File: src/rtl/dec_pkg.sv
// Shared constants and helpers for the decoder/scanner block.
package dec_pkg;

  localparam logic MODE_DECODE = 1'b0;
  localparam logic MODE_SCAN   = 1'b1;

  // Ceiling log2; returns 0 for values of 0 or 1.
  function automatic int unsigned clog2(input int unsigned value);
    int unsigned result;
    result = 0;
    for (int i = 0; i < 32; i++) begin
      if ((longint'(1) << i) < longint'(value)) begin
        result = i + 1;
      end
    end
    return result;
  endfunction

endpackage

File: src/rtl/dec_scan_if.sv
// Bus between the dec_scan block and its controller: selects in, decoded lines out.
interface dec_scan_if #(
  parameter int unsigned N = 2
);
  logic              EN;
  logic              MODE;
  logic [N-1:0]      IN;
  logic [2**N-1:0]   OUT;
  logic [N-1:0]      SEL;
  logic              WRAP;

  modport master (
    output EN,
    output MODE,
    output IN,
    input  OUT,
    input  SEL,
    input  WRAP
  );

  modport slave (
    input  EN,
    input  MODE,
    input  IN,
    output OUT,
    output SEL,
    output WRAP
  );
endinterface

File: src/rtl/dec_onehot.sv
// Combinational N-to-2**N one-hot expander, all-zero when disabled.
module dec_onehot #(
  parameter int unsigned N = 2
) (
  input  logic [N-1:0]    IN,
  input  logic            EN,
  output logic [2**N-1:0] OUT
);

  always_comb begin
    OUT = '0;
    if (EN) begin
      OUT[IN] = 1'b1;
    end
  end

endmodule

File: src/rtl/dec_scan.sv
// Registered one-hot decoder with an auto-scan mode driven by a DIV-cycle prescaler.
module dec_scan
  import dec_pkg::*;
#(
  parameter int unsigned N   = 2,
  parameter int unsigned DIV = 4
) (
  input logic       CLK,
  input logic       RST,
  dec_scan_if.slave bus
);

  localparam int unsigned M       = 2 ** N;
  localparam int unsigned PW      = (clog2(DIV) < 1) ? 1 : clog2(DIV);
  localparam logic [PW-1:0] PreLast = PW'(DIV - 1);

  logic [N-1:0]  sel_d, sel_q;
  logic [PW-1:0] pre_d, pre_q;
  logic          wrap_d, wrap_q;
  logic          mode_d, mode_q;
  logic [M-1:0]  out_d, out_q;

  // mode_q holds the mode seen on the last enabled edge, so a scan entered from
  // decode (or from reset) reloads from IN while a paused scan resumes in place.
  always_comb begin
    sel_d  = sel_q;
    pre_d  = pre_q;
    wrap_d = 1'b0;
    mode_d = mode_q;
    if (bus.EN) begin
      mode_d = bus.MODE;
      if (bus.MODE == MODE_DECODE || mode_q == MODE_DECODE) begin
        sel_d = bus.IN;
        pre_d = '0;
      end else if (pre_q == PreLast) begin
        pre_d  = '0;
        sel_d  = sel_q + N'(1);
        wrap_d = &sel_q;
      end else begin
        pre_d = pre_q + PW'(1);
      end
    end
  end

  dec_onehot #(
    .N(N)
  ) u_onehot (
    .IN (sel_d),
    .EN (bus.EN),
    .OUT(out_d)
  );

  always_ff @(posedge CLK) begin
    if (RST) begin
      sel_q  <= '0;
      pre_q  <= '0;
      wrap_q <= 1'b0;
      mode_q <= MODE_DECODE;
      out_q  <= '0;
    end else begin
      sel_q  <= sel_d;
      pre_q  <= pre_d;
      wrap_q <= wrap_d;
      mode_q <= mode_d;
      out_q  <= out_d;
    end
  end

  assign bus.OUT  = out_q;
  assign bus.SEL  = sel_q;
  assign bus.WRAP = wrap_q;

endmodule

File: src/flat_wrapper.sv
// flat-port wrapper written by rule: the top's interface ports become plain ports
module dec_scan_flat import dec_pkg::*;
#(
  parameter int unsigned N   = 2,
  parameter int unsigned DIV = 4
)
  (CLK, RST, bus_EN, bus_MODE, bus_IN, bus_OUT, bus_SEL, bus_WRAP);
  dec_scan_if #(.N(N)) bus_i ();
  input logic CLK;
  input logic RST;
  input wire logic [$bits(bus_i.EN)-1:0] bus_EN;
  input wire logic [$bits(bus_i.MODE)-1:0] bus_MODE;
  input wire logic [$bits(bus_i.IN)-1:0] bus_IN;
  output wire logic [$bits(bus_i.OUT)-1:0] bus_OUT;
  output wire logic [$bits(bus_i.SEL)-1:0] bus_SEL;
  output wire logic [$bits(bus_i.WRAP)-1:0] bus_WRAP;
  assign bus_i.EN = bus_EN;
  assign bus_i.MODE = bus_MODE;
  assign bus_i.IN = bus_IN;
  assign bus_OUT = bus_i.OUT;
  assign bus_SEL = bus_i.SEL;
  assign bus_WRAP = bus_i.WRAP;
  dec_scan #(.N(N), .DIV(DIV)) u_core (.CLK(CLK), .RST(RST), .bus(bus_i));
endmodule
File: config.mk
export PLATFORM = sky130hd
export DESIGN_NAME = dec_scan_flat
export DESIGN_NICKNAME = d
export VERILOG_FILES = /design/src/rtl/dec_pkg.sv /design/src/rtl/dec_scan_if.sv /design/src/rtl/dec_onehot.sv /design/src/rtl/dec_scan.sv /design/src/flat_wrapper.sv
export SDC_FILE = /design/constraint.sdc
export NUM_CORES = 1
export LEC_CHECK = 0
export CAP_MARGIN = 10
export CORE_AREA = 8 8 45 47
export DETAILED_ROUTE_END_ITERATION = 8
export DIE_AREA = 0 0 53 55
export GPL_TIMING_DRIVEN = 0
export PLACE_DENSITY = 0.73
export SYNTH_ARGS = -nofsm -noshare
export SYNTH_HDL_FRONTEND = slang
export SYNTH_SLANG_ARGS = --single-unit
export TNS_END_PERCENT = 20
File: constraint.sdc
create_clock -name CLK -period 1.63 [get_ports CLK]
set_input_delay 0.326 -clock CLK [delete_from_list [all_inputs] [get_ports CLK]]
set_output_delay 0.326 -clock CLK [all_outputs]
set_load 0.005 [all_outputs]
# After elaboration in Yosys (flattened, before gate mapping)
# Index checks and enable logic that the tools add are counted.
# Widths: inputs -> output; s select.
dict set report op_classes {
  bitwise_logic 4
  n_eq_ne 1
  add_sub_neg 2
  muxes 7
  reduce_logical 5
  n_lt_le_gt_ge 2
}
# op n
set op_table {}
lappend op_table {{$mux 2} 5}
lappend op_table {{$add 2x1->2 const B} 2}
lappend op_table {{$not 1->1} 4}
lappend op_table {{$reduce_or 4->1} 1}
lappend op_table {{$lt 2x3->1 const B} 1}
lappend op_table {{$demux 1 s2} 1}
lappend op_table {{$eq 2x2->1 const B} 1}
lappend op_table {{$ge 2x1->1 const B} 1}
lappend op_table {{$reduce_and 2->1} 1}
lappend op_table {{$reduce_or 2->1} 1}
lappend op_table {{$logic_and 1x1->1} 1}
lappend op_table {{$logic_or 1x1->1} 1}
lappend op_table {{$mux 1} 1}
dict set report word_totals {
  wordCells 26
  ff_bits 10
  in_bits 6
}

# Depth between registers and ports, before layout
# Gate-level depths: netlist of run 1.
dict set report logic_depth {
  ltp_word 8
  mapped_depth 4
  mapped_depth_nobuf 4
}

# By module
# A second synthesis of run 1 with hierarchy kept.
dict set report unflattened {
  cells_unflattened 47
  area_unflattened_um2 473.0
}
# module seq_area_each_um2 n_inst cells_each area_per_inst_um2
set by_module_without_submodules {}
lappend by_module_without_submodules {dec_scan 200.2 1 43 435.4}
lappend by_module_without_submodules {dec_onehot 0.0 1 4 37.5}

# Worst setup path after synthesis of run 1
# Ideal clock, no wire load.
dict set report synth_path {
  path_type {flip-flop to flip-flop}
  start {register u_core.pre_q[0]}
  end {register u_core.out_q[0] (netlist: u_core.bus.OUT[0])}
  setup_time_ns 0.078
  period_less_slack_ns 1.251
  t_arrival_ns 1.173
  path_stages_with_launch 5
  setup_slack_ns 0.379
  cell_sequence {dfxtp_1 > ha_1 > xor2_1 > a311o_1 > nor3_1}
}
dict set report synth_via {
  elab_chain_len 8
  elab_cells_between_ends 9
}
# element line
set synth_rtl {}
lappend synth_rtl {{start: declaration} dec_scan.sv:18} ;# logic [PW-1:0] pre_d, pre_q;
lappend synth_rtl {{start signal: assignment} dec_scan.sv:62} ;# pre_q <= pre_d;
lappend synth_rtl {{$eq 2x2->1 (*)} dec_scan.sv:35} ;# end else if (pre_q == PreLast) begin
lappend synth_rtl {{$mux 2 (*)} dec_scan.sv:35}
lappend synth_rtl {{$mux 2 (*)} dec_scan.sv:32} ;# if (bus.MODE == MODE_DECODE || mode_q == MODE_DECODE) begin
lappend synth_rtl {{$mux 2 (*)} dec_scan.sv:30} ;# if (bus.EN) begin
lappend synth_rtl {{$lt 2x3->1 (not written as such) or $ge 2x1->1 (tied branches)} dec_onehot.sv:13} ;# OUT[IN] = 1'b1;
lappend synth_rtl {{$logic_and 1x1->1 (not written as such)} dec_onehot.sv:13}
lappend synth_rtl {{$mux 1 (not written as such)} dec_onehot.sv:13}
lappend synth_rtl {{$demux 1 s2 (*)} dec_onehot.sv:13}
lappend synth_rtl {{end signal: assignment} dec_scan.sv:65} ;# out_q <= out_d;
lappend synth_rtl {{end: declaration} dec_scan.sv:21} ;# logic [M-1:0] out_d, out_q;
# Mark *: on every way between the ends. The rest lies on a longest branch, timed or not.
# A chain may end at the register's enable or synchronous reset.

# Worst setup path in the final report of run 1
dict set report layout_path {
  start {register u_core.sel_q[0] (netlist: u_core.bus.SEL[0])}
  end {output bus_SEL[0]}
}
# element line
set layout_rtl {}
lappend layout_rtl {{start: declaration} dec_scan.sv:17} ;# logic [N-1:0] sel_d, sel_q;
lappend layout_rtl {{start signal: assignment} dec_scan.sv:61} ;# sel_q <= sel_d;
lappend layout_rtl {{end: declaration} flat_wrapper.sv:15} ;# output wire logic [$bits(bus_i.SEL)-1:0] bus_SEL;
# No word-level cell between the ends.

==> impl_metrics.toml, run 1 <==
[status]
status = "complete, no violations"

[worst_setup_path]
crit_buf_inv = 1
crit_family = "buffers and inverters"
r2r_end = "u_core.bus.OUT[0]"
r2r_start = "u_core.pre_q[0]"
arrival_ns = 1.20
crit_fanout = 4
ff2ff_setup_slack_ns = 0.22
endpoint_kind = "output port"
path_cells = "clkdlybuf4s50_1"
cp.required_ns = 1.30
reg2reg_depth = 4
startpoint_type = "flop"
crit_slowest_cell = "clkdlybuf4s50_1"
critPathKind = "flop to output port"
critical_path.max_stage_delay_ns = 0.53

[clock_tree]
cts_tree = "built"
cts-hold-fix-buffers = 0
cts_made_buffers = 3
cts-root-buf = "clkbuf_4"
htreeDepth = 1
cts_sinks = 10
clock_latency_ns = 0.27
path_clk_slew_ns = 0.07
cts.repair.resized = 0
cts_buffer_depth = 2
post_cts_buffers = 0

[drt]
drt_wl_total_um = 964
drc = 0
via_count = 398
drtIter0Drc = 2
wl_per_cell_um = 12.20
avgViaCountPerCell = 5.038
antenna_left = 0
first_pass_iters = 2

[min_path]
hold_start = "u_core.pre_q[1]"
hold_end = "u_core.pre_q[1]"
hold-path-cell-count = 2
hold_path.class = "flop to flop"

[sta]
period_minus_slack_ns = 1.522
holdWs_ns = 0.5014
finalMaxSlewViolations = 0
relSlewSlack = 0.8177
max_freq_mhz = 657.2
rsz0062_at_grt = "no"
setup_viol = 0
finClkSkew_ns = 0.001997
tightest_slew_ns = 0.2721
finalHoldViolCount = 0
period_share = 0.9335

[synth]
syn-cell-area_um2 = 461.7
ys_types = 24
ys_ff_latch = 10
avgSynthCellArea_um2 = 9.823
synth_nets = 56
ys_seq_area_frac = 0.4336
ys.warnings.count = 0
synthCells = 47

[grt]
grt_pass1_vias = 394
grt_pass1_wl_mm = 1.573
grt_overflow = 0
track_usage = 0.07507
grt_max_degree = 11
grt_antenna_before_repair = 0

[die]
core_area_um2 = 1384
dieHeight_um = 55
ios = 13
start_util = 0.3336
dieArea_um2 = 2915
die_w_um = 53
rows = 14

[finish]
fillers = 142
synthToLayoutAreaGrowth_pct = 38.21
drive_gt1_frac = 0.1746
nNetsFinal = 73
antenna_cells = 0
fin_util = 0.4611

[placement]
io_buffers = 12
gp_congestion = 0.7835

[pwr]
ir_worst_vdd_uv = 513.3
p_leak_nw = 0.2499
powerDensity_nw_per_um2 = 871.3

[job]
cap_viol_max_count = 0
[power by group]
| group | leakage [nW] | switching (mW) | internal (mW) | total [mW] |
|---|---|---|---|---|
| logic | 0.147 | 0.0287 | 0.0380 | 0.0667 |
| registers | 0.0815 | 0.00688 | 0.253 | 0.260 |
| clock network | 0.0210 | 0.0939 | 0.136 | 0.230 |
| total | 0.250 | 0.129 | 0.426 | 0.556 |
[cells in the final DEF, fill, tap and decap left out, drive strengths merged, types with 2 or more instances in the layout]
| master | n |
|---|---|
| a21oi | 7 |
| clkdlybuf4s50 | 12 |
| a21o | 2 |
| nand2b | 5 |
| nand2 | 2 |
| dfxtp | 10 |
| ha | 3 |
| nor3 | 3 |
| clkbuf | 4 |
[synthesized netlist by cell type]
| cell | n | area [um2] |
|---|---|---|
| nand3_1 | 1 | 5.000 |
| nor2b_1 | 1 | 6.260 |
| nor2_1 | 1 | 3.750 |
| inv_1 | 1 | 3.750 |
| a21oi_2 | 1 | 8.760 |
| a311o_1 | 1 | 10.01 |
| nor3_1 | 3 | 15.01 |
| xor2_1 | 1 | 8.760 |
| mux2i_1 | 1 | 10.01 |
| o2111ai_1 | 1 | 8.760 |
| a21boi_0 | 1 | 7.510 |
| nand2_2 | 1 | 6.260 |
| nand2b_1 | 5 | 31.28 |
| dfxtp_1 | 10 | 200.2 |
| nand2_1 | 1 | 3.750 |
| o211ai_1 | 1 | 7.510 |
| a31oi_1 | 1 | 6.260 |
| a21oi_1 | 6 | 30.03 |
| buf_2 | 1 | 5.000 |
| nand4_1 | 1 | 6.260 |
| or4b_4 | 1 | 13.76 |
| a21o_2 | 2 | 17.52 |
| ha_1 | 3 | 37.54 |
| a31o_2 | 1 | 8.760 |
[metal layers]
layer	up-vias	global-route usage	part of all wire	routed length, um
li1	203	-	-	-
met5	-	0	0	0
met4	0	0.07759	0.030	29
met3	3	0.02406	0.037	36
met1	182	0.07810	0.44	427
met2	10	0.1152	0.49	471
[cell type report]
cell class / instances / area [um2] / area share
inverter: 1 / 3.754 / 0.005882
buffer: 1 / 5.005 / 0.007843
tap: 16 / 20.02 / 0.03137
clock buffer: 4 / 36.28 / 0.05686
multi-input combinational: 35 / 252.7 / 0.3961
timing repair buffer: 12 / 120.1 / 0.1882
sequential: 10 / 200.2 / 0.3137
[state kept, by name (all words and copies together) (netlist names)]
signal	count
u_core.bus.OUT	4
u_core.bus.SEL	2
u_core.bus.WRAP	1
u_core.mode_q	1
u_core.pre_q	2
[kinds of logic after synthesis]
kind of cell	after synthesis	synth area share
AOI/OAI and AO/OA	15	0.2277
and+or+nand+nor	15	0.1978
DFF	10	0.4336
adders and majority gates	3	0.08131
buffers and inverters	2	0.01895
xor gates and xnor gates	1	0.01897
muxes	1	0.02168
[per-stage QoR]
stage,instance area (um2),setup TNS (ns),setup WS (ns),power [mW],instances
finish,638.1,0,0.1084,0.5560,79
global route,638.1,0,0.04767,0.5836,79
CTS,638.1,0,0.09227,0.5613,79
detailed placement,601.8,-0.2381,-0.1151,0.3328,75
global placement,601.8,-0.1652,-0.08907,0.3310,75
floorplan,461.7,0,0.3794,0.2955,47
[worst max-delay path by stage]
| stage | start | cells past startpoint | slack (ns) | end |
|---|---|---|---|---|
| CTS | u_core.bus.SEL[0] | 1 | 0.09 | bus_SEL[0] |
| global route | u_core.bus.SEL[0] | 1 | 0.05 | bus_SEL[0] |
| floorplan | u_core.pre_q[0] | 4 | 0.38 | u_core.bus.OUT[0] |
| global placement | bus_MODE | 4 | -0.09 | u_core.pre_q[0] |
| finish | u_core.bus.SEL[0] | 1 | 0.11 | bus_SEL[0] |
| detailed placement | bus_MODE | 4 | -0.12 | u_core.pre_q[0] |
No activity file was read; power rests on OpenSTA's default activity.
==> inputs of run 2 (changes only) <==
--- a/config.mk
+++ b/config.mk
@@ -9,6 +9,7 @@
 export CORE_AREA = 8 8 45 47
 export DETAILED_ROUTE_END_ITERATION = 8
 export DIE_AREA = 0 0 53 55
+export GPL_ROUTABILITY_DRIVEN = 0
 export GPL_TIMING_DRIVEN = 0
 export PLACE_DENSITY = 0.73
 export SYNTH_ARGS = -nofsm -noshare
==> constraint.sdc (replaced) <==
create_clock -name CLK -period 1.63 [get_ports CLK]
set_input_delay 0.326 -clock CLK [delete_from_list [all_inputs] [get_ports CLK]]
set_output_delay 0.326 -clock CLK [all_outputs]
set_load 0.02 [all_outputs]
==> run 2 against run 1 <==
  * Die area unchanged
  * Via count unchanged
  * Cell area up 0.20%
  * Clock skew hardly changed
  * Cell count unchanged
  * Critical path depth is the same
  * Total power increased by 1.1%
  * Clock-buffer cell count stayed put
  * Non-clock buffer count stayed put
  * Critical endpoint is now bus_OUT[0]
  * Largest cell class unchanged
==> impl_metrics.toml, run 2 (synthesis gave the netlist of run 1 again) <==
[finish]
multi_input_area_um2 = 252.7
drive_gt1_frac = 0.1746
final_cell_mix = "clkdlybuf4s50_1, dfxtp_1, a21oi_1"
antenna_cells = 0
synthToLayoutAreaGrowth_pct = 38.48
fillers = 141
largest_reg_flops = 4
seq_area_um2 = 200.2
fin_util = 0.4620
final_cell_area_um2 = 639.4
nNetsFinal = 73

[die]
core_area_um2 = 1384
rows = 14
dieArea_um2 = 2915
die_w_um = 53
dieHeight_um = 55
ios = 13
start_util = 0.3336

[drt]
via_count = 398
drt_wl_total_um = 967
wl_per_cell_um = 12.24
drtIter0Drc = 2
first_pass_iters = 2
avgViaCountPerCell = 5.038
drc = 0
antenna_left = 0

[worst_setup_path]
r2r_start = "u_core.pre_q[0]"
critPathKind = "flop to output port"
endpoint_kind = "output port"
crit_fanout = 1
crit_slowest_cell = "clkdlybuf4s50_1"
critical_path.max_stage_delay_ns = 0.60
ff2ff_setup_slack_ns = 0.22
r2r_end = "u_core.bus.OUT[0]"
crit_family = "buffers and inverters"
reg2reg_depth = 4
arrival_ns = 1.17
path_cells = "clkdlybuf4s50_1"
cp.required_ns = 1.30
startpoint_type = "flop"
crit_buf_inv = 1

[clock_tree]
cts_sinks = 10
cts-root-buf = "clkbuf_4"
cts_buffer_depth = 2
path_clk_slew_ns = 0.07
htreeDepth = 1
clock_latency_ns = 0.27
cts_made_buffers = 3
cts_tree = "built"

[sta]
tightest_slew_ns = 0.2721
relSlewSlack = 0.8177
period_share = 0.9208
finClkSkew_ns = 0.002000
setup_viol = 0
period_minus_slack_ns = 1.501
max_freq_mhz = 666.3
rsz0062_at_grt = "no"
finalMaxSlewViolations = 0
finalHoldViolCount = 0

[grt]
grt_overflow = 0
grt_pass1_wl_mm = 1.573
grt_antenna_before_repair = 0
grt_max_degree = 11
grt_pass1_vias = 394
track_usage = 0.07507

[job]
cap_viol_max_count = 0

[min_path]
hold-path-cell-count = 2
hold_end = "u_core.pre_q[1]"
hold_path.class = "flop to flop"
hold_start = "u_core.pre_q[1]"

[pwr]
switching_power_mw = 0.1367
seqPwrFrac = 0.462
switching_share = 0.2433
powerDensity_nw_per_um2 = 879.0
ir_worst_vdd_uv = 525.3
clkPwrFrac = 0.409
p_comb_frac = 0.130
internal-power_mw = 0.4253
p_leak_nw = 0.2696

[status]
status = "complete, no violations"

[placement]
dpl_cell_area_um2 = 601.8
io_buffers = 12
-- run 2: cell types whose count changed in the layout (fill, tap and decap cells not counted) --
cell and delta:
clkdlybuf4s50_1 -2, dlygate4sd2_1 +1, dlymetal6s2s_1 +1
-- run 2: through the flow --
stage / power [mW] / worst slack, ns / TNS [ns] / hold slack (ns) / std cells
finish: 0.5620 / 0.1292 / 0 / 0.5014 / 79
global route: 0.5896 / 0.08065 / 0 / 0.5275 / 79
CTS: 0.5677 / 0.02707 / 0 / 0.5094 / 79
detailed placement: 0.3403 / -0.1151 / -0.2381 / 0.4986 / 75
global placement: 0.3385 / -0.08907 / -0.1652 / 0.4776 / 75
floorplan: 0.3029 / 0.3682 / 0 / 0.3884 / 47
-- run 2: routing by layer --
metal,GRT usage,routed length [um]
met1,0.07810,428
met2,0.1152,471
met3,0.02406,37
met4,0.07759,29
met5,0,0
-- run 2: cell type report --
class                      count  area share
clock buffer                   4     0.05675
multi-input combinational     35      0.3953
inverter                       1    0.005871
timing repair buffer          12      0.1898
tap                           16     0.03131
sequential                    10      0.3131
buffer                         1    0.007828
-- run 2: what timing repair did --
action	in CTS	in global routing
resized for setup	1	1
buffers inserted	0	0
pin swaps	0	0
endpoints found under the setup margin	1	1
hold endpoints to repair	0	0
hold buffers	0	0
-- run 2: worst max-delay path by stage --
stage                     cells past startpoint           endpoint              start  slack, ns
after CTS                                     1         bus_SEL[1]  u_core.bus.SEL[1]       0.03
after global routing                          1         bus_OUT[1]  u_core.bus.OUT[1]       0.08
after detailed placement                      4    u_core.pre_q[0]           bus_MODE      -0.12
after global placement                        4    u_core.pre_q[0]           bus_MODE      -0.09
after floorplan                               4  u_core.bus.OUT[0]    u_core.pre_q[0]       0.37
final                                         1         bus_OUT[0]  u_core.bus.OUT[0]       0.13
-- run 2: power by group through the flow --
stage,Combinational [mW],Sequential [mW],Clock (mW)
3_5_place_dp,0.0749,0.265,0
2_1_floorplan,0.0304,0.273,0
3_3_place_gp,0.0735,0.265,0
4_1_cts,0.0741,0.259,0.234
6_report,0.0729,0.259,0.230
5_1_grt,0.0801,0.261,0.249
